--- src/rtl/hbconsole_mux_pkg.sv ---
// hbmux_pkg: shared marker byte, FSM state types and helper for the hexbus/console mux
package hbmux_pkg;
  localparam logic [7:0] HB_MARK = 8'hFF;
  typedef enum logic {TX_IDLE, TX_CHAN} tx_state_t;
  typedef enum logic {RX_NORM, RX_SEL} rx_state_t;
  function automatic int clog2(input int v);
    int r;
    r = 0;
    while ((1 << r) < v) r++;
    return r;
  endfunction
endpackage

--- src/rtl/hbconsole_mux_if.sv ---
// hbconsole_mux_if: hexbus, console and UART byte streams of the mux; slave is the mux side
interface hbconsole_mux_if #(parameter int NCHAN = 2);
  logic                 i_hb_stb;
  logic [6:0]           i_hb_byte;
  logic                 o_hb_busy;
  logic [NCHAN-1:0]     i_console_stb;
  logic [7*NCHAN-1:0]   i_console_data;
  logic [NCHAN-1:0]     o_console_busy;
  logic                 o_tx_stb;
  logic [7:0]           o_tx_data;
  logic                 i_tx_busy;
  logic                 i_rx_stb;
  logic [7:0]           i_rx_byte;
  logic                 o_hb_rx_stb;
  logic [7:0]           o_hb_rx_byte;
  logic [NCHAN-1:0]     o_console_stb;
  logic [6:0]           o_console_data;
  modport slave (
    input  i_hb_stb, i_hb_byte, i_console_stb, i_console_data, i_tx_busy, i_rx_stb, i_rx_byte,
    output o_hb_busy, o_console_busy, o_tx_stb, o_tx_data, o_hb_rx_stb, o_hb_rx_byte,
           o_console_stb, o_console_data
  );
  modport master (
    output i_hb_stb, i_hb_byte, i_console_stb, i_console_data, i_tx_busy, i_rx_stb, i_rx_byte,
    input  o_hb_busy, o_console_busy, o_tx_stb, o_tx_data, o_hb_rx_stb, o_hb_rx_byte,
           o_console_stb, o_console_data
  );
endinterface

--- src/rtl/hbconsole_mux_hbcfifo.sv ---
// hbcfifo: 7-bit synchronous first-word-fall-through FIFO, 2**LGFIFO deep, writes dropped when full
module hbcfifo #(parameter int LGFIFO = 4) (
  input  logic       i_clk,
  input  logic       i_areset_n,
  input  logic       i_wr,
  input  logic [6:0] i_data,
  input  logic       i_rd,
  output logic [6:0] o_data,
  output logic       o_full,
  output logic       o_empty
);
  localparam logic [LGFIFO:0] ONE = 1;
  logic [LGFIFO:0] r_wptr, r_rptr;
  logic [6:0]      r_mem [2**LGFIFO];
  logic            w_wr, w_rd;
  assign w_wr    = i_wr && !o_full;
  assign w_rd    = i_rd && !o_empty;
  assign o_empty = r_wptr == r_rptr;
  assign o_full  = (r_wptr[LGFIFO] != r_rptr[LGFIFO]) && (r_wptr[LGFIFO-1:0] == r_rptr[LGFIFO-1:0]);
  assign o_data  = r_mem[r_rptr[LGFIFO-1:0]];
  always_ff @(posedge i_clk)
    if (w_wr) r_mem[r_wptr[LGFIFO-1:0]] <= i_data;
  always_ff @(posedge i_clk or negedge i_areset_n)
    if (!i_areset_n) begin
      r_wptr <= '0;
      r_rptr <= '0;
    end else begin
      if (w_wr) r_wptr <= r_wptr + ONE;
      if (w_rd) r_rptr <= r_rptr + ONE;
    end
endmodule

--- src/rtl/hbconsole_mux.sv ---
// hbconsole_mux: merges hexbus and NCHAN console channels onto one UART byte stream and splits rx back.
// Define HBCONSOLE_RR_EN for round-robin console selection instead of lowest-index priority.
module hbconsole_mux import hbmux_pkg::*; #(
  parameter int NCHAN  = 2,
  parameter int LGFIFO = 4
) (
  input logic           i_clk,
  input logic           i_areset_n,
  hbconsole_mux_if.slave bus
);
  localparam logic [7:0] NCH8 = 8'(NCHAN);
  logic [NCHAN-1:0] w_empty, w_full, w_pop;
  logic [6:0]       w_fdata [NCHAN];
  logic [6:0]       w_sel, w_sel_data;
  logic             w_any;
  tx_state_t        r_tx_state, w_tx_nxt;
  rx_state_t        r_rx_state, w_rx_nxt;
  logic             r_tx_stb, w_slot_free, w_load, w_pop_en, w_mark;
  logic [7:0]       r_tx_data, w_load_data;
  logic [6:0]       r_pend, w_pend_nxt, r_tx_ch, w_txch_nxt, r_rx_ch, w_rxch_nxt;
  logic             w_rx_norm, r_hb_rx_stb;
  logic [7:0]       r_hb_rx_byte;
  logic [NCHAN-1:0] w_con_stb, r_con_stb;
  logic [6:0]       r_con_data;
  for (genvar k = 0; k < NCHAN; k++) begin : g_fifo
    hbcfifo #(.LGFIFO(LGFIFO)) u_fifo (
      .i_clk      (i_clk),
      .i_areset_n (i_areset_n),
      .i_wr       (bus.i_console_stb[k]),
      .i_data     (bus.i_console_data[7*k +: 7]),
      .i_rd       (w_pop[k]),
      .o_data     (w_fdata[k]),
      .o_full     (w_full[k]),
      .o_empty    (w_empty[k])
    );
  end
`ifdef HBCONSOLE_RR_EN
  logic [6:0] r_last, w_hi, w_lo;
  logic       w_any_hi;
  // channels above the last served one win; otherwise wrap to the lowest non-empty
  always_comb begin
    w_hi     = '0;
    w_lo     = '0;
    w_any_hi = 1'b0;
    w_any    = 1'b0;
    for (int j = NCHAN - 1; j >= 0; j--) begin
      if (!w_empty[j]) begin
        w_lo  = 7'(j);
        w_any = 1'b1;
      end
      if (!w_empty[j] && 7'(j) > r_last) begin
        w_hi     = 7'(j);
        w_any_hi = 1'b1;
      end
    end
    w_sel = w_any_hi ? w_hi : w_lo;
  end
  // a marker aims the next search at the channel just announced
  always_ff @(posedge i_clk or negedge i_areset_n)
    if (!i_areset_n) r_last <= '0;
    else if (w_pop_en) r_last <= w_sel;
    else if (w_mark) r_last <= (w_sel == '0) ? 7'(NCHAN - 1) : w_sel - 7'd1;
`else
  always_comb begin
    w_sel = '0;
    w_any = 1'b0;
    for (int j = NCHAN - 1; j >= 0; j--)
      if (!w_empty[j]) begin
        w_sel = 7'(j);
        w_any = 1'b1;
      end
  end
`endif
  always_comb begin
    w_sel_data = '0;
    for (int j = 0; j < NCHAN; j++) begin
      if (7'(j) == w_sel) w_sel_data = w_fdata[j];
      w_pop[j] = w_pop_en && (7'(j) == w_sel);
    end
  end
  assign w_slot_free = !r_tx_stb || !bus.i_tx_busy;
  always_comb begin
    w_tx_nxt    = r_tx_state;
    w_load      = 1'b0;
    w_load_data = r_tx_data;
    w_pop_en    = 1'b0;
    w_mark      = 1'b0;
    w_pend_nxt  = r_pend;
    w_txch_nxt  = r_tx_ch;
    if (w_slot_free) begin
      if (r_tx_state == TX_CHAN) begin
        w_load      = 1'b1;
        w_load_data = {1'b1, r_pend};
        w_txch_nxt  = r_pend;
        w_tx_nxt    = TX_IDLE;
      end else if (bus.i_hb_stb) begin
        w_load      = 1'b1;
        w_load_data = {1'b1, bus.i_hb_byte};
      end else if (w_any && w_sel == r_tx_ch) begin
        w_load      = 1'b1;
        w_load_data = {1'b0, w_sel_data};
        w_pop_en    = 1'b1;
      end else if (w_any) begin
        w_load      = 1'b1;
        w_load_data = HB_MARK;
        w_mark      = 1'b1;
        w_pend_nxt  = w_sel;
        w_tx_nxt    = TX_CHAN;
      end
    end
  end
  always_ff @(posedge i_clk or negedge i_areset_n)
    if (!i_areset_n) begin
      r_tx_state <= TX_IDLE;
      r_tx_stb   <= 1'b0;
      r_tx_data  <= '0;
      r_pend     <= '0;
      r_tx_ch    <= '0;
    end else begin
      r_tx_state <= w_tx_nxt;
      r_pend     <= w_pend_nxt;
      r_tx_ch    <= w_txch_nxt;
      if (w_slot_free) begin
        r_tx_stb  <= w_load;
        r_tx_data <= w_load_data;
      end
    end
  always_comb begin
    w_rx_nxt   = r_rx_state;
    w_rxch_nxt = r_rx_ch;
    w_rx_norm  = bus.i_rx_stb && r_rx_state == RX_NORM && bus.i_rx_byte != HB_MARK;
    if (bus.i_rx_stb) begin
      w_rx_nxt = (r_rx_state == RX_NORM && bus.i_rx_byte == HB_MARK) ? RX_SEL : RX_NORM;
      if (r_rx_state == RX_SEL && bus.i_rx_byte[7] && {1'b0, bus.i_rx_byte[6:0]} < NCH8)
        w_rxch_nxt = bus.i_rx_byte[6:0];
    end
    for (int j = 0; j < NCHAN; j++)
      w_con_stb[j] = w_rx_norm && !bus.i_rx_byte[7] && 7'(j) == r_rx_ch;
  end
  always_ff @(posedge i_clk or negedge i_areset_n)
    if (!i_areset_n) begin
      r_rx_state   <= RX_NORM;
      r_rx_ch      <= '0;
      r_hb_rx_stb  <= 1'b0;
      r_hb_rx_byte <= '0;
      r_con_stb    <= '0;
      r_con_data   <= '0;
    end else begin
      r_rx_state  <= w_rx_nxt;
      r_rx_ch     <= w_rxch_nxt;
      r_hb_rx_stb <= w_rx_norm && bus.i_rx_byte[7];
      r_con_stb   <= w_con_stb;
      if (w_rx_norm && bus.i_rx_byte[7]) r_hb_rx_byte <= bus.i_rx_byte;
      if (w_rx_norm && !bus.i_rx_byte[7]) r_con_data <= bus.i_rx_byte[6:0];
    end
  assign bus.o_hb_busy      = !w_slot_free || r_tx_state == TX_CHAN;
  assign bus.o_console_busy = w_full;
  assign bus.o_tx_stb       = r_tx_stb;
  assign bus.o_tx_data      = r_tx_data;
  assign bus.o_hb_rx_stb    = r_hb_rx_stb;
  assign bus.o_hb_rx_byte   = r_hb_rx_byte;
  assign bus.o_console_stb  = r_con_stb;
  assign bus.o_console_data = r_con_data;
endmodule
--- src/flat_wrapper.sv ---
// flat-port wrapper written by rule: the top's interface ports become plain ports
module hbconsole_mux_flat import hbmux_pkg::*;
#(
  parameter int NCHAN  = 2,
  parameter int LGFIFO = 4
)
  (i_clk, i_areset_n, bus_i_hb_stb, bus_i_hb_byte, bus_i_console_stb, bus_i_console_data, bus_i_tx_busy, bus_i_rx_stb, bus_i_rx_byte, bus_o_hb_busy, bus_o_console_busy, bus_o_tx_stb, bus_o_tx_data, bus_o_hb_rx_stb, bus_o_hb_rx_byte, bus_o_console_stb, bus_o_console_data);
  hbconsole_mux_if #(.NCHAN(NCHAN)) bus_i ();
  input logic i_clk;
  input logic i_areset_n;
  input wire logic [$bits(bus_i.i_hb_stb)-1:0] bus_i_hb_stb;
  input wire logic [$bits(bus_i.i_hb_byte)-1:0] bus_i_hb_byte;
  input wire logic [$bits(bus_i.i_console_stb)-1:0] bus_i_console_stb;
  input wire logic [$bits(bus_i.i_console_data)-1:0] bus_i_console_data;
  input wire logic [$bits(bus_i.i_tx_busy)-1:0] bus_i_tx_busy;
  input wire logic [$bits(bus_i.i_rx_stb)-1:0] bus_i_rx_stb;
  input wire logic [$bits(bus_i.i_rx_byte)-1:0] bus_i_rx_byte;
  output wire logic [$bits(bus_i.o_hb_busy)-1:0] bus_o_hb_busy;
  output wire logic [$bits(bus_i.o_console_busy)-1:0] bus_o_console_busy;
  output wire logic [$bits(bus_i.o_tx_stb)-1:0] bus_o_tx_stb;
  output wire logic [$bits(bus_i.o_tx_data)-1:0] bus_o_tx_data;
  output wire logic [$bits(bus_i.o_hb_rx_stb)-1:0] bus_o_hb_rx_stb;
  output wire logic [$bits(bus_i.o_hb_rx_byte)-1:0] bus_o_hb_rx_byte;
  output wire logic [$bits(bus_i.o_console_stb)-1:0] bus_o_console_stb;
  output wire logic [$bits(bus_i.o_console_data)-1:0] bus_o_console_data;
  assign bus_i.i_hb_stb = bus_i_hb_stb;
  assign bus_i.i_hb_byte = bus_i_hb_byte;
  assign bus_i.i_console_stb = bus_i_console_stb;
  assign bus_i.i_console_data = bus_i_console_data;
  assign bus_i.i_tx_busy = bus_i_tx_busy;
  assign bus_i.i_rx_stb = bus_i_rx_stb;
  assign bus_i.i_rx_byte = bus_i_rx_byte;
  assign bus_o_hb_busy = bus_i.o_hb_busy;
  assign bus_o_console_busy = bus_i.o_console_busy;
  assign bus_o_tx_stb = bus_i.o_tx_stb;
  assign bus_o_tx_data = bus_i.o_tx_data;
  assign bus_o_hb_rx_stb = bus_i.o_hb_rx_stb;
  assign bus_o_hb_rx_byte = bus_i.o_hb_rx_byte;
  assign bus_o_console_stb = bus_i.o_console_stb;
  assign bus_o_console_data = bus_i.o_console_data;
  hbconsole_mux #(.NCHAN(NCHAN), .LGFIFO(LGFIFO)) u_core (.i_clk(i_clk), .i_areset_n(i_areset_n), .bus(bus_i));
endmodule
--- config.mk ---
export PLATFORM = sky130hd
export DESIGN_NAME = hbconsole_mux_flat
export DESIGN_NICKNAME = d
export VERILOG_FILES = /design/src/rtl/hbconsole_mux_pkg.sv /design/src/rtl/hbconsole_mux_if.sv /design/src/rtl/hbconsole_mux_hbcfifo.sv /design/src/rtl/hbconsole_mux.sv /design/src/flat_wrapper.sv
export SDC_FILE = /design/constraint.sdc
export NUM_CORES = 1
export LEC_CHECK = 0
export BUFFER_PORTS_ARGS = -buffer_cell sky130_fd_sc_hd__buf_2
export CORE_AREA = 8 8 171 133
export DETAILED_ROUTE_END_ITERATION = 10
export DIE_AREA = 0 0 179 141
export PLACE_DENSITY = 0.78
export SLEW_MARGIN = 10
export SYNTH_ARGS = -nofsm -noshare
export SYNTH_HDL_FRONTEND = slang
export SYNTH_HIERARCHICAL = 1
export SYNTH_SLANG_ARGS = --single-unit
export TNS_END_PERCENT = 1
--- constraint.sdc ---
create_clock -name i_clk -period 6.3 [get_ports i_clk]
set_clock_uncertainty 0.15 [all_clocks]
set_input_delay 0.63 -clock i_clk [delete_from_list [all_inputs] [get_ports i_clk]]
set_output_delay 0.63 -clock i_clk [all_outputs]
set_load 0.1 [all_outputs]
==> results.py, run 1 <==
metrics = {
    "sta": {
        "setup_viol": 0,
        "post-route-min-period_ns": 4.179,
        "timing.setup.tns_ns": 0,
        "rsz0062_at_grt": "false",
        "relSlewSlack_pct": 13.86,
        "drv_slew": 0,
        "finalHoldViolCount": 0,
        "period_share_pct": 66.34,
        "max_freq_mhz": 239.3,
        "tightestPinTransition_ns": 1.282,
    },
    "yosys": {
        "synth_edf_count": 224,
        "synthAdderAreaFrac_pct": 1.060,
        "syn_nets": 701,
        "synth_top_family_by_area": "multiplexers",
        "yosysWarnings": 6,
        "synth_common_cells": "edfxtp_1, dfrtp_1, mux4_2, nor2_1, o22ai_1",
        "synthFlopType": "edfxtp_1",
        "ys_types": 62,
        "synth-simple-area-share_pct": 6.361,
        "synth_largest_area_cell": "edfxtp_1",
        "netlist_area_sq_mm": 0.01180,
        "synth_seq_cells": 282,
        "yosysSeqAreaShare_pct": 69.30,
        "avgSynthCellArea_sq_um": 18.02,
        "synth_compound_area_share_pct": 5.100,
        "synth_xor_area_share_pct": 2.036,
        "postSynthCellCount": 655,
        "yosysTopAreaCellShare_pct": 57.00,
        "async_flop_share_pct": 20.57,
        "synth_most_common_cell": "edfxtp_1",
        "muxShareOfSynthArea_pct": 13.19,
        "synth_area_leaders": "edfxtp_1, dfrtp_1, mux4_2, mux4_1, mux2_2",
    },
    "clocking": {
        "cts_tree": "done",
        "clkTransAtPathRegs_ns": 0.06,
        "htreeDepth": 1,
        "cts_hold_buf": 0,
        "cts.sinks": 282,
        "post-cts-setup-buffers": 0,
        "numCtsBuffers": 27,
        "clockBufferDepth": 3,
        "clk_latency_ns": 0.52,
        "cts-resized-gates": 0,
        "cts-root-buf": "clkbuf_16",
    },
    "finish": {
        "layout-drive-gt1-share_pct": 26.49,
        "antenna_cells": 0,
        "area_growth_pct": 10.29,
        "fill_cells": 1310,
        "nNetsFinal": 768,
    },
    "setup_path": {
        "cp.required_ns": 5.52,
        "critPathKind": "reg -> out",
        "cp_data_arrival_time_ns": 3.40,
        "cp-start-kind": "register",
        "end_kind": "output port",
        "cp_max_fo": 32,
    },
    "power": {
        "clockPowerShare_pct": 26.8,
        "p_seq_share_pct": 45.7,
        "p_per_area_mw_per_mm2": 425.6,
        "leakage_uw": 0.004551,
        "switching_share_pct": 34.05,
        "fin_total_pwr_uw": 5540,
        "p_int_uw": 3654,
        "irDropWorstVdd_mv": 0.3130,
        "pwr-share-comb_pct": 27.5,
        "netSwitchingPower_uw": 1886,
    },
    "grt": {
        "grt.total_usage_pct": 19.91,
        "grt_antenna_before_repair": 0,
        "grt_pass1_vias": 6508,
        "grt_pass1_wl_um": 38160,
        "grt_start_max_net_pins": 59,
        "grt-ovfl-total": 0,
    },
    "floorplanning": {
        "core_sq_mm": 0.01988,
        "die_w_um": 179,
        "num_rows": 45,
        "die_h_um": 141,
        "io_pins": 66,
        "start_util_pct": 59.38,
        "dieArea_sq_mm": 0.02524,
    },
    "routing": {
        "via_per_inst": 6.445,
        "drt_wl_total_um": 25010,
        "dr.first_iter.drc_count": 694,
        "drc": 0,
        "via_count": 6432,
        "first_pass_iters": 5,
        "wl_per_cell_um": 25.06,
        "ant_nets": 0,
    },
    "min_path": {
        "min_path_type": "in -> async",
    },
    "status": {
        "outcome": "finished clean",
    },
    "place": {
        "port_buffers": 65,
        "place_congestion": 0.8417,
        "place.detailed.hpwl_um": 16240,
    },
    "flow_run": {
        "cap_violations": 0,
    },
}
## cells in the final DEF (no fill, tap or decap), types with 10 or more instances in the layout
master,synthesis,final
buf_2,7,65
clkbuf_16,0,27
dfrtp_1,58,57
edfxtp_1,224,224
ha_1,10,10
inv_1,12,12
mux2_2,17,17
mux4_1,15,15
mux4_2,41,41
nand2_1,19,19
nor2_1,35,35
nor3_1,21,21
o21ai_0,13,13
o22ai_1,28,28
xnor2_1,18,18
## registers in the layout, indices dropped and copies added, names as in the netlist
| signal | cells |
|---|---|
| u_core/bus.o_console_stb | 2 |
| u_core/bus.o_hb_rx_byte | 8 |
| u_core/r_rx_ch | 7 |
| u_core/bus.o_hb_rx_stb | 1 |
| u_core/bus.o_console_data | 7 |
| u_core/g_fifo.u_fifo/r_mem | 224 |
| u_core/g_fifo.u_fifo/r_wptr | 10 |
| u_core/bus.o_tx_stb | 1 |
| u_core/r_tx_state | 1 |
| u_core/bus.o_tx_data | 8 |
| u_core/r_rx_state | 1 |
| u_core/r_pend | 1 |
| u_core/g_fifo.u_fifo/r_rptr | 10 |
| u_core/r_tx_ch | 1 |
## metal layers
layer / vias up / track usage (%) / routed length (um)
met5: - / 0 / 0
met1: 3293 / 27.54 / 10190
li1: 2744 / - / -
met4: 0 / 6.166 / 739
met3: 50 / 4.617 / 2329
met2: 345 / 31.02 / 11750
## kinds of logic (layout without fill, tap and decap cells)
kind of cell,Yosys count,after routing
compound gates,78,78
mux,77,77
buf+inv,47,132
simple gates,137,137
fa+ha+maj,10,10
flops,282,282
xor+xnor,24,24
## cell type report
| class | count | area, sq um | share of cell area (%) |
|---|---|---|---|
| clock inverters | 14 | 101.3 | 0.7786 |
| multi-input cells | 326 | 3274 | 25.16 |
| inverters | 12 | 45.04 | 0.3461 |
| clock buffers | 33 | 708.2 | 5.441 |
| repair buffers | 73 | 385.4 | 2.961 |
| well taps | 258 | 322.8 | 2.480 |
| flip-flops and latches | 282 | 8179 | 62.84 |
## path summary, 6_finish.rpt
kind                                                   start                           endpoint  slack (ns)  cells past startpoint
hold / removal                                    i_areset_n         u_core/bus.o_hb_rx_byte[4]         0.1                      2
hold reg to reg                            u_core/r_rx_ch[0]        u_core/bus.o_console_stb[0]        0.31                      1
setup reg to reg           u_core/g_fifo[1].u_fifo/r_rptr[0]            u_core/bus.o_tx_data[0]        2.73                      6
min in group i_clk                              bus_i_rx_stb                  u_core/r_rx_state        0.21                      2
setup / recovery           u_core/g_fifo[1].u_fifo/r_rptr[0]              bus_o_console_busy[1]        2.12                      4
max in group asynchronous                         i_areset_n  u_core/g_fifo[1].u_fifo/r_rptr[0]        5.38                      2
## power by group through the flow
stage / registers (uW) / clock network, uW / logic [uW]
after CTS: 2530 / 1520 / 1510
final: 2530 / 1490 / 1520
after global placement: 2530 / 0 / 1450
after global routing: 2560 / 1590 / 1600
after floorplan: 2660 / 0 / 1100
after detailed placement: 2550 / 0 / 1490
## stage by stage
stage	utilization, %	setup WS [ns]	instances	hold WS, ns	area, sq um
after detailed placement	61.42	2.645	951	0.2979	12210
after global placement	61.42	2.778	951	0.2879	12210
after CTS	65.49	2.065	998	0.1127	13020
after floorplan	-	3.737	655	0.1844	11800
final	65.49	2.121	998	0.09629	13020
after global routing	65.49	1.894	998	0.1517	13020
## critical path, stage by stage, from the launching register on
cell and delay (ns):
dfrtp_2 1.05, xnor2_1 0.20, nand4_1 0.47, nor2_2 0.61, buf_2 0.53
(Power assumes the default switching activity.)
==> inputs of run 2 (changes only) <==
==> constraint.sdc (replaced) <==
create_clock -name i_clk -period 3.9 [get_ports i_clk]
set_clock_uncertainty 0.15 [all_clocks]
set_input_delay 0.39 -clock i_clk [delete_from_list [all_inputs] [get_ports i_clk]]
set_output_delay 0.39 -clock i_clk [all_outputs]
set_load 0.1 [all_outputs]
==> results.py, run 2 (synthesis results as in run 1) <==
metrics = {
    "finish": {
        "largest_register_ff_count": 224,
        "stdcell_area_sq_mm": 0.01311,
        "area_growth_pct": 11.10,
        "nNetsFinal": 782,
        "mostFrequentLayoutCell": "edfxtp_1",
        "fin_util_pct": 65.97,
        "final_cells": 1014,
        "antenna_cells": 0,
        "layout-drive-gt1-share_pct": 26.19,
        "final_cell_mix": "edfxtp_1, buf_2, dfrtp_1",
    },
    "floorplanning": {
        "die_w_um": 179,
        "io_pins": 66,
        "die_h_um": 141,
        "core_sq_mm": 0.01988,
        "start_util_pct": 59.38,
        "dieArea_sq_mm": 0.02524,
        "num_rows": 45,
    },
    "sta": {
        "relSlewSlack_pct": 21.25,
        "period_share_pct": 90.02,
        "max_freq_mhz": 284.8,
        "rsz0062_at_grt": "false",
        "post-route-min-period_ns": 3.511,
        "timing.setup.tns_ns": 0,
        "finalHoldViolCount": 0,
        "setup_viol": 0,
        "tightestPinTransition_ns": 1.172,
        "drv_slew": 0,
    },
    "clocking": {
        "clockBufferDepth": 3,
        "cts-root-buf": "clkbuf_16",
        "htreeDepth": 1,
        "cts.sinks": 282,
        "post-cts-setup-buffers": 0,
        "numCtsBuffers": 27,
        "cts-resized-gates": 0,
        "cts_tree": "done",
        "clk_latency_ns": 0.54,
        "clkTransAtPathRegs_ns": 0.06,
        "cts_hold_buf": 9,
    },
    "setup_path": {
        "cp.required_ns": 3.36,
        "critPathKind": "reg -> out",
        "cp_data_arrival_time_ns": 2.97,
        "max_stage_delay_ns": 0.91,
        "path_buf_inv": 1,
        "cp_max_fo": 20,
        "cp_slowest_cell": "dfrtp_1",
        "cp-start-kind": "register",
        "rr_endpoint": "u_core/bus.o_tx_data[0]",
        "crit_chain": "xnor2_1 > nand4_2 > nor2_4 > buf_2",
        "end_kind": "output port",
        "reg2regPathDepth": 6,
        "timing.rr.start": "u_core/g_fifo[0].u_fifo/r_rptr[1]",
        "rrSetupSlack_ns": 0.49,
        "crit_family": "flip-flops",
    },
    "min_path": {
        "min_path_type": "in -> reg",
        "worstHoldStart": "bus_i_console_stb[1]",
        "hold-path-endpoint": "u_core/g_fifo[1].u_fifo/r_wptr[0]",
        "min_path_cells": 3,
    },
    "place": {
        "place.detailed.hpwl_um": 16140,
        "port_buffers": 65,
        "dpl_cell_area_sq_mm": 0.01224,
        "place_congestion": 0.8502,
        "dp_cells": 956,
    },
    "routing": {
        "via_count": 6331,
        "first_pass_iters": 5,
        "wl_per_cell_um": 24.04,
        "drt_wl_total_um": 24380,
        "dr.first_iter.drc_count": 710,
        "ant_nets": 0,
        "via_per_inst": 6.244,
        "drc": 0,
    },
    "power": {
        "p_per_area_mw_per_mm2": 675.8,
        "irDropWorstVdd_mv": 0.4935,
        "leakage_uw": 0.004599,
    },
    "grt": {
        "grt-ovfl-total": 0,
        "grt_start_max_net_pins": 34,
        "grt_antenna_before_repair": 0,
        "grt_pass1_vias": 6451,
        "grt.total_usage_pct": 19.45,
        "grt_pass1_wl_um": 37300,
    },
    "status": {
        "outcome": "finished clean",
    },
    "flow_run": {
        "cap_violations": 0,
    },
}
-- run 2: area by class of cell --
cell class,count,area (sq um)
Timing Repair Buffer,87,513.0
Clock buffer,37,713.2
Fill cell,1276,6764
Tap cell,258,322.8
Inverter,12,45.04
Clock inverter,12,63.81
Sequential cell,282,8179
Multi-Input combinational cell,326,3274
-- run 2: stage by stage --
stage          setup slack (ns)  total power [uW]  hold WS, ns
2_1_floorplan             1.497              6062     -0.05559
3_3_place_gp             0.7441              6449       0.2461
3_5_place_dp             0.5549              6547       0.2607
4_1_cts                  0.3883              8887      0.05509
5_1_grt                  0.1951              9210      0.06243
6_report                 0.3893              8861      0.07215
-- run 2: worst max path at each step --
| stage | from | to | slack [ns] | cells after the start |
|---|---|---|---|---|
| after floorplan | u_core/g_fifo[0].u_fifo/r_rptr[1] | u_core/g_fifo[0].u_fifo/r_rptr[1] | 1.50 | 11 |
| after global placement | u_core/g_fifo[0].u_fifo/r_rptr[1] | u_core/bus.o_tx_data[0] | 0.74 | 6 |
| after detailed placement | u_core/g_fifo[0].u_fifo/r_rptr[1] | u_core/bus.o_tx_data[0] | 0.55 | 6 |
| after CTS | u_core/g_fifo[0].u_fifo/r_rptr[1] | bus_o_console_busy[0] | 0.39 | 4 |
| after global routing | u_core/g_fifo[0].u_fifo/r_rptr[1] | bus_o_console_busy[0] | 0.20 | 4 |
| final | u_core/g_fifo[0].u_fifo/r_rptr[1] | bus_o_console_busy[0] | 0.39 | 4 |
-- run 2: tightest hold or removal path: cells and delay by family --
kind	cells	cell delay (ns)
AOI/OAI and AO/OA	1	0.10
xor gates and xnor gates	1	0.07
buffers and inverters	1	0.15
-- run 2: where the power goes --
part | switching, uW | total (uW) | internal, uW
registers | 369 | 4020 | 3650
logic | 1590 | 2500 | 916
clock network | 1060 | 2340 | 1280
total | 3010 | 8860 | 5850
-- run 2: layer usage --
layer | global-route usage (%) | routed length [um] | vias up
met4 | 5.949 | 668 | 0
met3 | 3.843 | 2437 | 53
met2 | 29.16 | 11200 | 312
met1 | 28.42 | 10080 | 3194
met5 | 0 | 0 | -
li1 | - | - | 2772
==> inputs of run 3 (changes only) <==
--- a/config.mk
+++ b/config.mk
@@ -6,11 +6,10 @@
 export NUM_CORES = 1
 export LEC_CHECK = 0
 export BUFFER_PORTS_ARGS = -buffer_cell sky130_fd_sc_hd__buf_2
-export CORE_AREA = 8 8 171 133
+export CORE_AREA = 2 2 165 127
 export DETAILED_ROUTE_END_ITERATION = 10
-export DIE_AREA = 0 0 179 141
+export DIE_AREA = 0 0 167 129
 export PLACE_DENSITY = 0.78
-export SLEW_MARGIN = 10
 export SYNTH_ARGS = -nofsm -noshare
 export SYNTH_HDL_FRONTEND = slang
 export SYNTH_HIERARCHICAL = 1
==> results.py, run 3 (synthesis results as in run 1) <==
metrics = {
    "finish": {
        "mostFrequentLayoutCell": "edfxtp_1",
        "fill_cells": 1285,
        "final_cells": 1015,
        "area_growth_pct": 11.72,
        "final_cell_mix": "edfxtp_1, buf_2, dfrtp_1",
        "stdcell_area_sq_mm": 0.01318,
        "nNetsFinal": 783,
        "layout-drive-gt1-share_pct": 26.42,
        "largest_register_ff_count": 224,
        "antenna_cells": 0,
    },
    "power": {
        "clockPowerShare_pct": 27.5,
        "netSwitchingPower_uw": 3003,
        "p_int_uw": 6003,
        "switching_share_pct": 33.34,
        "fin_total_pwr_uw": 9005,
        "leakage_uw": 0.004635,
        "pwr-share-comb_pct": 28.0,
        "p_per_area_mw_per_mm2": 683.1,
        "p_seq_share_pct": 44.5,
        "irDropWorstVdd_mv": 0.3994,
    },
    "routing": {
        "drt_wl_total_um": 23940,
        "drc": 0,
        "ant_nets": 0,
        "via_per_inst": 6.270,
        "first_pass_iters": 6,
        "via_count": 6364,
        "wl_per_cell_um": 23.59,
        "dr.first_iter.drc_count": 805,
    },
    "floorplanning": {
        "io_pins": 66,
        "die_h_um": 129,
        "die_w_um": 167,
        "num_rows": 45,
        "start_util_pct": 59.38,
        "dieArea_sq_mm": 0.02154,
        "core_sq_mm": 0.01988,
    },
    "setup_path": {
        "cp.required_ns": 3.36,
        "critPathKind": "reg -> out",
        "cp-start-kind": "register",
        "end_kind": "output port",
        "cp_data_arrival_time_ns": 2.99,
        "cp_max_fo": 20,
    },
    "min_path": {
        "min_path_type": "in -> reg",
    },
    "grt": {
        "grt_start_max_net_pins": 59,
        "grt-ovfl-total": 0,
        "grt.total_usage_pct": 22.72,
        "grt_pass1_vias": 6368,
        "grt_pass1_wl_um": 36820,
        "grt_antenna_before_repair": 0,
    },
    "clocking": {
        "numCtsBuffers": 28,
        "clkTransAtPathRegs_ns": 0.06,
        "cts-resized-gates": 0,
        "cts-root-buf": "clkbuf_16",
        "clk_latency_ns": 0.53,
        "cts_tree": "done",
        "clockBufferDepth": 3,
        "post-cts-setup-buffers": 0,
        "cts.sinks": 282,
        "htreeDepth": 1,
        "cts_hold_buf": 8,
    },
    "place": {
        "dpl_cell_area_sq_mm": 0.01225,
        "place.detailed.hpwl_um": 15770,
        "place_congestion": 0.8969,
        "port_buffers": 65,
        "dp_cells": 957,
    },
    "sta": {
        "drv_slew": 0,
        "relSlewSlack_pct": 18.71,
        "setup_viol": 0,
        "post-route-min-period_ns": 3.526,
        "max_freq_mhz": 283.6,
        "timing.setup.tns_ns": 0,
        "finalHoldViolCount": 0,
        "tightestPinTransition_ns": 1.210,
        "period_share_pct": 90.40,
        "rsz0062_at_grt": "false",
    },
    "status": {
        "outcome": "finished clean",
    },
    "flow_run": {
        "cap_violations": 0,
    },
}
## run 3: changes by cell type in the layout (fill, tap and decap cells not counted), moves of 2 or more
| cell | change |
|---|---|
| clkbuf_1 | -2 |
| clkbuf_16 | +2 |
| clkinv_1 | +2 |
| clkinv_2 | -2 |
## run 3: power groups by stage
stage | Sequential, uW | Clock (uW) | Combinational, uW
after CTS | 4000 | 2520 | 2510
after global placement | 4020 | 0 | 2420
after detailed placement | 4060 | 0 | 2480
final | 4010 | 2470 | 2520
after floorplan | 4290 | 0 | 1770
after global routing | 4050 | 2650 | 2670
## run 3: final cells by class
type	count	area [sq um]	share of cell area [%]
tap	258	322.8	2.449
clock inverter	12	82.58	0.6264
inverter	12	45.04	0.3417
sequential	282	8179	62.04
multi-input combinational	326	3274	24.84
timing repair buffer	87	510.5	3.872
clock buffer	38	769.5	5.837
## run 3: metal layers
metal / global-route usage, % / share of wire, % / vias to the layer above
met5: 0 / 0 / -
met4: 5.629 / 2.3 / 0
met3: 4.091 / 7.2 / 45
met2: 35.51 / 46 / 257
met1: 34.03 / 44 / 3288
li1: - / - / 2774
## run 3: path summary, 6_finish.rpt
path / startpoint / end / slack (ns) / cells after the start
max: u_core/g_fifo[0].u_fifo/r_rptr[1] / bus_o_console_busy[0] / 0.37 / 4
min: bus_i_rx_byte[2] / u_core/bus.o_hb_rx_byte[2] / 0.02 / 2
max reg2reg: u_core/g_fifo[0].u_fifo/r_rptr[1] / u_core/bus.o_tx_data[0] / 0.42 / 6
min reg2reg: u_core/r_rx_ch[0] / u_core/bus.o_console_stb[0] / 0.30 / 1
max in group asynchronous: i_areset_n / u_core/g_fifo[1].u_fifo/r_rptr[0] / 2.69 / 3
min in group asynchronous: i_areset_n / u_core/bus.o_console_data[4] / 0.39 / 3
## run 3: critical path, stage by stage (launching register included)
cell and delay [ns]:
dfrtp_1 0.91, xnor2_1 0.21, nand4_2 0.36, nor2_4 0.44, buf_2 0.53
## run 3: through the flow
step	hold slack (ns)	util, %	setup WS [ns]
global placement	0.2816	61.64	0.7146
detailed placement	0.3008	61.64	0.4952
floorplan	-0.05559	-	1.497
global route	0.01173	66.33	0.1306
CTS	0.001491	66.33	0.3772
finish	0.02419	66.33	0.3743
